[src/rtl/axi_apb_pkg.sv]
// Shared types and constants for the AXI4-Lite to APB4 requester.
package axi_apb_pkg;

  // Transaction sequencing: address capture, write data capture, APB setup,
  // APB access, then holding the AXI response until it is taken.
  typedef enum logic [2:0] {
    IDLE   = 3'd0,
    WDATA  = 3'd1,
    SETUP  = 3'd2,
    ACCESS = 3'd3,
    RESP   = 3'd4
  } state_e;

  localparam logic [1:0] RESP_OKAY   = 2'b00;
  localparam logic [1:0] RESP_SLVERR = 2'b10;

endpackage

[src/rtl/apb_watchdog.sv]
// Counts APB access cycles spent waiting for pready and flags when the
// limit is hit. A limit of 0 keeps the counter idle and never expires.
module apb_watchdog #(
  parameter int TIMEOUT_CYCLES = 16
) (
  input  logic clk,
  input  logic rst,
  input  logic clr_i,
  input  logic en_i,
  output logic expired_o
);

  localparam int  CntWidth = (TIMEOUT_CYCLES > 0) ? $clog2(TIMEOUT_CYCLES + 1) : 1;
  localparam bit  Enabled  = (TIMEOUT_CYCLES > 0);
  localparam logic [CntWidth-1:0] Last = CntWidth'((TIMEOUT_CYCLES > 0) ? TIMEOUT_CYCLES - 1 : 0);

  logic [CntWidth-1:0] cnt_q, cnt_d;

  // Next count: clear on request, otherwise step while waiting, saturating at the limit.
  always_comb begin
    // NOTE: assign the default before any branch so no path leaves cnt_d unassigned (no latch).
    cnt_d = cnt_q;
    if (clr_i) begin
      cnt_d = '0;
    end else if (Enabled && en_i && (cnt_q != Last)) begin
      cnt_d = cnt_q + 1'b1;
    end
  end

  // Counter register.
  always_ff @(posedge clk or negedge rst) begin
    // NOTE: nonblocking assignments here so every flop samples the pre-edge values.
    if (!rst) begin
      cnt_q <= '0;
    end else begin
      cnt_q <= cnt_d;
    end
  end

  // The cycle that would take the count to the limit is the last one tolerated.
  assign expired_o = Enabled && en_i && (cnt_q == Last);

endmodule

[src/rtl/axi4lite_apb_requester.sv]
// AXI4-Lite responder that turns each accepted transaction into one APB4
// transfer. One transaction at a time, writes win ties, access phase guarded
// by a watchdog.
module axi4lite_apb_requester
  import axi_apb_pkg::*;
#(
  parameter int dataWidth      = 32,
  parameter int addrWidth      = 32,
  parameter int TIMEOUT_CYCLES = 16
) (
  input  logic                   clk,
  input  logic                   rst,
  input  logic                   awvalid,
  input  logic [addrWidth-1:0]   awaddr,
  input  logic [2:0]             awprot,
  output logic                   awready,
  input  logic                   wvalid,
  input  logic [dataWidth-1:0]   wdata,
  input  logic [dataWidth/8-1:0] wstrb,
  output logic                   wready,
  output logic                   bvalid,
  output logic [1:0]             bresp,
  input  logic                   bready,
  input  logic                   arvalid,
  input  logic [addrWidth-1:0]   araddr,
  input  logic [2:0]             arprot,
  output logic                   arready,
  output logic                   rvalid,
  output logic [dataWidth-1:0]   rdata,
  output logic [1:0]             rresp,
  input  logic                   rready,
  output logic [addrWidth-1:0]   paddr,
  output logic [2:0]             pprot,
  output logic                   psel,
  output logic                   penable,
  output logic                   pwrite,
  output logic [dataWidth-1:0]   pwdata,
  output logic [dataWidth/8-1:0] pstrb,
  input  logic [dataWidth-1:0]   prdata,
  input  logic                   pready,
  input  logic                   pslverr
);

  state_e                   state_q, state_d;
  logic [addrWidth-1:0]     paddr_q, paddr_d;
  logic [2:0]               pprot_q, pprot_d;
  logic                     pwrite_q, pwrite_d;
  logic [dataWidth-1:0]     pwdata_q, pwdata_d;
  logic [dataWidth/8-1:0]   pstrb_q, pstrb_d;
  logic [dataWidth-1:0]     rdata_q, rdata_d;
  logic [1:0]               resp_q, resp_d;
  logic                     wd_expired;

  apb_watchdog #(
    .TIMEOUT_CYCLES(TIMEOUT_CYCLES)
  ) u_watchdog (
    .clk       (clk),
    .rst       (rst),
    .clr_i     (state_q == SETUP),
    .en_i      ((state_q == ACCESS) && !pready),
    .expired_o (wd_expired)
  );

  // Next-state and register updates for the transaction sequencer.
  always_comb begin
    state_d  = state_q;
    paddr_d  = paddr_q;
    pprot_d  = pprot_q;
    pwrite_d = pwrite_q;
    pwdata_d = pwdata_q;
    pstrb_d  = pstrb_q;
    rdata_d  = rdata_q;
    resp_d   = resp_q;
    case (state_q)
      IDLE: begin
        if (awvalid) begin
          paddr_d  = awaddr;
          pprot_d  = awprot;
          pwrite_d = 1'b1;
          state_d  = WDATA;
        end else if (arvalid) begin
          paddr_d  = araddr;
          pprot_d  = arprot;
          pwrite_d = 1'b0;
          pstrb_d  = '0;
          state_d  = SETUP;
        end
      end
      WDATA: begin
        if (wvalid) begin
          pwdata_d = wdata;
          pstrb_d  = wstrb;
          state_d  = SETUP;
        end
      end
      SETUP: state_d = ACCESS;
      ACCESS: begin
        if (pready) begin
          resp_d = pslverr ? RESP_SLVERR : RESP_OKAY;
          if (!pwrite_q) rdata_d = prdata;
          state_d = RESP;
        end else if (wd_expired) begin
          resp_d = RESP_SLVERR;
          if (!pwrite_q) rdata_d = '0;
          state_d = RESP;
        end
      end
      RESP: begin
        if (pwrite_q ? bready : rready) state_d = IDLE;
      end
      default: state_d = IDLE;
    endcase
  end

  // State and datapath registers.
  always_ff @(posedge clk or negedge rst) begin
    if (!rst) begin
      state_q  <= IDLE;
      paddr_q  <= '0;
      pprot_q  <= '0;
      pwrite_q <= 1'b0;
      pwdata_q <= '0;
      pstrb_q  <= '0;
      rdata_q  <= '0;
      resp_q   <= RESP_OKAY;
    end else begin
      state_q  <= state_d;
      paddr_q  <= paddr_d;
      pprot_q  <= pprot_d;
      pwrite_q <= pwrite_d;
      pwdata_q <= pwdata_d;
      pstrb_q  <= pstrb_d;
      rdata_q  <= rdata_d;
      resp_q   <= resp_d;
    end
  end

  // Handshake and APB phase signals decode straight from the state register.
  assign awready = (state_q == IDLE);
  assign arready = (state_q == IDLE) && !awvalid;
  assign wready  = (state_q == WDATA);
  assign psel    = (state_q == SETUP) || (state_q == ACCESS);
  assign penable = (state_q == ACCESS);
  assign bvalid  = (state_q == RESP) && pwrite_q;
  assign rvalid  = (state_q == RESP) && !pwrite_q;
  assign bresp   = bvalid ? resp_q : RESP_OKAY;
  assign rresp   = rvalid ? resp_q : RESP_OKAY;
  assign rdata   = rdata_q;
  assign paddr   = paddr_q;
  assign pprot   = pprot_q;
  assign pwrite  = pwrite_q;
  assign pwdata  = pwdata_q;
  assign pstrb   = pstrb_q;

endmodule

[config.mk]
export PLATFORM = sky130hd
export DESIGN_NAME = axi4lite_apb_requester
export DESIGN_NICKNAME = d
export VERILOG_FILES = /design/src/rtl/axi_apb_pkg.sv /design/src/rtl/apb_watchdog.sv /design/src/rtl/axi4lite_apb_requester.sv
export SDC_FILE = /design/constraint.sdc
export NUM_CORES = 1
export LEC_CHECK = 0
export CORE_ASPECT_RATIO = 1.25
export CORE_UTILIZATION = 43
export DETAILED_ROUTE_END_ITERATION = 16
export HOLD_SLACK_MARGIN = 0.08
export PLACE_DENSITY = 0.86
export SYNTH_ARGS = -nofsm -noshare
export SYNTH_HDL_FRONTEND = slang
export SYNTH_HIERARCHICAL = 1
export SYNTH_SLANG_ARGS = --single-unit
export TNS_END_PERCENT = 5
[constraint.sdc]
create_clock -name clk -period 3.4 [get_ports clk]
set_input_delay 0.68 -clock clk [delete_from_list [all_inputs] [get_ports clk]]
set_output_delay 0.68 -clock clk [all_outputs]
set_load 0.05 [all_outputs]
======== Yosys cells after proc, flatten, opt, wreduce, memory -nomap -nowiden ========
Cells that the tools add are included.
storage, ports and cells
  input port bits ......................... 147
  memories ................................ 0
  output and inout bits ................... 115
  bits in latches ......................... 0
  memory bits (writable) .................. 0
  ROM bits ................................ 0
  logic and storage cells ................. 73
  bits in registers ....................... 114
cells by class
  shift-type cells ........................ 0
  bitwise gates (word level) .............. 1
  muxes and demuxes ....................... 29
  divide/modulo/power cells ............... 0
  $lt $le $gt $ge ......................... 0
  $mul .................................... 0
  add/subtract/negate cells ............... 1
  reduce and logical (&&, ||, !) cells .... 21
  eq/ne operators ......................... 12
operator list
  kind                                                                    number
  32-bit two-way mux                                                      6
  3-bit two-way mux                                                       8
  3-bit case mux with 5 select lines                                      1
  4-bit two-way mux                                                       3
  2-bit two-way mux                                                       5
  5-bit two-way mux                                                       2
  4-bit case mux with 2 select lines                                      1
  4-bit AND reduction                                                     2
  2-bit nonzero test                                                      4
  3-bit by 2-bit equality test with 1-bit output (second input constant)  2
  1-bit logical AND                                                       6
  2-bit != test (second input constant)                                   3
  2-bit AND reduction                                                     3
  5-bit by 1-bit adder with 5-bit output (second input constant)          1
  5-bit by 4-bit equality test with 1-bit output (second input constant)  1
  5-bit by 4-bit != test with 1-bit output (second input constant)        1
  3-bit by 1-bit equality test with 1-bit output (second input constant)  1
  3-bit equality test (second input constant)                             1
  1-bit zero test                                                         3
  3-bit zero test                                                         1
  1-bit two-way mux                                                       3
  3-bit by 1-bit != test with 1-bit output (second input constant)        1
  3-bit by 2-bit != test with 1-bit output (second input constant)        1
  3-bit AND reduction                                                     1
  other kinds (3)                                                         3

======== Logic depth before layout (Yosys ltp) ========
  depth in word-level cells ............... 6
  mapped depth ............................ 8
  depth with buffers taken out ............ 7

======== Modules after synthesis ========
The synthesis kept the hierarchy.
modules (own cells, without submodules)
  module                  seq. area each (µm²)  cells an instance  area an instance (µm²)  instances
  axi4lite_apb_requester  2702.6                370                4867.2                  1
  apb_watchdog            125.1                 24                 275.3                   1

======== Least setup slack after synthesis ========
No wires, ideal clock.
  path type ............................... input-to-output
  start ................................... input awvalid
  end ..................................... output arready
  data required time ...................... 2720 ps
  path buffers ............................ 2
  data arrival time ....................... 2592 ps
  stages .................................. 3
  path slack .............................. 128 ps
  cells stage by stage .................... buf_2 -> buf_2 -> nor4_1
between the ends
  cells in the longest elaborated chain, start to end .. 2
RTL lines
  element            RTL line                       RTL
  from (decl)        axi4lite_apb_requester.sv:13   input logic awvalid,
  1-bit zero test    axi4lite_apb_requester.sv:140  assign arready = (state_q == IDLE) && !awvalid;
  1-bit logical AND  axi4lite_apb_requester.sv:140
  to (decl)          axi4lite_apb_requester.sv:27   output logic arready,
No other way between the ends.

======== Final worst setup path ========
  start ................................... register state_q[1]
  end ..................................... output rresp[1]
between the ends
  cells in the longest elaborated chain, start to end .. 3
RTL lines
  element                 RTL line                       RTL
  from (decl)             axi4lite_apb_requester.sv:44   state_e state_q, state_d;
  from (signal assigned)  axi4lite_apb_requester.sv:127  state_q <= state_d;
  3-bit equality test     axi4lite_apb_requester.sv:145  assign rvalid = (state_q == RESP) && !pwrite_q;
  1-bit logical AND       axi4lite_apb_requester.sv:145
  2-bit two-way mux       axi4lite_apb_requester.sv:147  assign rresp = rvalid ? resp_q : RESP_OKAY;
  to (decl)               axi4lite_apb_requester.sv:30   output logic [1:0] rresp,
No other way between the ends.

==> results.txt <==
Tot GR Track Use = 24.02%
Highest cell delay on the worst timing path = 850 ps
Top cell type's share of synthesized area = 54.99%
Max clock buf depth = 2
Post-Synth XOR/XNOR Area = 0.3406%
P per Cell Area = 1121 nW/um^2
Initial Utilization = 44.27%
Iteration count of the initial detailed-routing pass = 5
CP endpoint kind = output port
Sequential area share after synthesis = 54.99%
Hold buffers post-CTS = 0
Worst path bufs/invs = 1
Pin count of the biggest net entering global routing = 68
Dpl cell area = 7833 um^2
Clk root buf = clkbuf_16
First-pass GRT wire length = 22,880 um
Overall Power = 9.537 mW
Num rows = 44
Critical path startpoint category = register
Die ar. = 12,400 um^2
Post-Syn Area per Cell = 13.05 um^2
Endpoints failing hold = 0
Nets@finish = 807
Family with the most delay on the worst path = buffers and inverters
Period Utilization, post-route = 92.09%
Crit path required time = 2720 ps
Clk_lat worst skew = 410 ps
VDD IR max = 705.7 uV
Max_cap viols = 0
Detailed placement HPWL = 10,400 um
Syn Inst Count = 394
Post-synthesis compound-gate area fraction = 2.238%
CTS tree = built
Yosys warns = 6
Top Ports = 262
Adder-Cell Fraction of Synth Area = 0.4866%
Die height = 124.3 um
Commonest cells after routing, fill and taps aside = 257 x clkdlybuf4s50_1, 113 x dfrtp_1, 99 x mux2_2
Ant diodes = 0
Critical path type = register to output port
CP max stage cell = clkdlybuf4s50_1
Port buffer count = 259
Area contributors post-synth = dfrtp_1 55%, mux2_2 22%, mux2i_1 6.4%
Post-Syn Area = 5142 um^2
Synth cell types = 39
Max FO, Critical Path = 12
Post-synthesis mux area share = 29.27%
Clk sinks = 113
Data arrival time of the worst path = 2450 ps
Layout Skew = 7.450 ps
Total Wirelength = 14,150 um
Minimum clock period = 3131 ps
Fin area = 8504 um^2
RSZ-0062 raised after global routing = false
Final Wtd Congestion = 0.7766
H-tree levels = 4
Core Area = 11,620 um^2
DRT iter0 DRCs = 90
DRT antenna net count = 0
Routed length per placed instance = 17.01 um
Syn-to-layout area delta = 65.38%
Via density = 4.800
Setup tns final = 0 ps
CTS buffer count = 17
Slew Viols, Final = 0
Most common cell after layout, fill and taps aside = clkdlybuf4s50_1
Outcome = completed
Pleak = 3.602 nW
GRT overflow = 0
CTS resizes = 0
Async S/R FF share, synth = 100.0%
Slew HR = 43.36%
Setup Buffers After CTS = 0
Predominant post-synthesis flop cell = dfrtp_1
Dpl cells = 800
Die X-Extent = 99.81 um
Crit-path cells = nor2_1 > nand2_1 > nor3b_1 > clkdlybuf4s50_1
Seq cells post-synth = 113
Actual slew at the worst max-slew pin = 849.6 ps
Final setup fails = 0
Largest family of logic cells by synthesized area = multiplexers
Vias in the first global route = 4,369
Simple-Gate Fraction of Synth Area = 6.861%
Min-Delay Path Class = primary input to asynchronous set/reset pin
Share of post-route cells with drive strength above 1 = 22.06%
Post-synth EDFFs = 0
Max Fclk = 319.4 MHz
CTS clk-pin slew, worst paths = 50 ps
# DRC = 0
Cell taking the most area after synthesis = dfrtp_1
Number of antenna violations at the first check in global routing = 0
Final cell count without fillers = 832
Vias = 3,994
sequential cells by signal (all words and copies together), names as in the netlist:
signal            flops
state_q               3
pprot                 3
paddr                32
resp_q                1
pwdata               32
u_watchdog/cnt_q      5
pwrite                1
pstrb                 4
rdata                32
worst paths after layout:
kind / startpoint / endpoint / slack, ps / depth (start not counted)
setup / recovery: state_q[1] / rresp[1] / 270 / 4
min in group clk: pwdata[10] / pwdata[10] / 480 / 1
setup reg to reg: state_q[1] / rdata[15] / 1080 / 7
max in group asynchronous: rst / pwdata[2] / 2200 / 2
hold reg to reg: pwdata[10] / pwdata[10] / 480 / 1
hold / removal: rst / pwdata[24] / 370 / 1
report_power, final:
part           internal [mW]  switching (mW)
Clock                   1.40           0.614
Combinational           1.89            3.19
Sequential              2.01           0.435
Total                   5.30            4.24
routing by layer:
metal,vias up,global-route usage [%],share of wire [%]
met3,20,10.16,8.8
met5,-,0,0
li1,1862,-,-
met2,189,41.91,52
met4,0,8.304,1.9
met1,1923,25.65,37
final cells by class:
type,count,area [um^2]
clock buffer,23,498.0
clock inverter,9,173.9
fill,774,3112
inverter,36,135.1
multi-input combinational,223,2023
sequential,113,2828
tap,161,201.4
timing repair buffer,267,2645
Yosys cell counts, types with 4 or more instances:
cell	n
dfrtp_1	113
mux2_2	99
inv_1	36
nand2_1	34
mux2i_1	33
nor2_1	10
buf_4	6
buf_6	6
clkbuf_1	6
a22o_1	5
buf_2	5
mux2_1	4
worst reg2reg max path, cell delays in order (launching register included):
cell      delay (ps)
dfrtp_1          640
nand3b_4         180
nor2_1           190
and2_1           180
nor2_1            90
nor3_4           130
buf_4            460
mux2i_1          350
kinds of logic after synthesis:
kind of cell | count (synthesis)
multiplexers | 137
AO/OA/AOI/OAI | 15
buffers and inverters | 59
flip-flops | 113
adder cells (fa/ha/maj) | 2
XOR/XNOR | 2
other | 1
AND/OR/NAND/NOR | 65
per-stage QoR:
step                      util, %  hold WS [ps]  setup slack, ps
final                       73.21         370.2            269.1
after global routing        73.21         455.8            105.8
after CTS                   73.21         403.5            211.8
after detailed placement    67.43         473.7            490.2
after global placement      67.43         467.8            703.9
after floorplan                 -         384.4            127.5
Power figures use the tool's default switching activity.
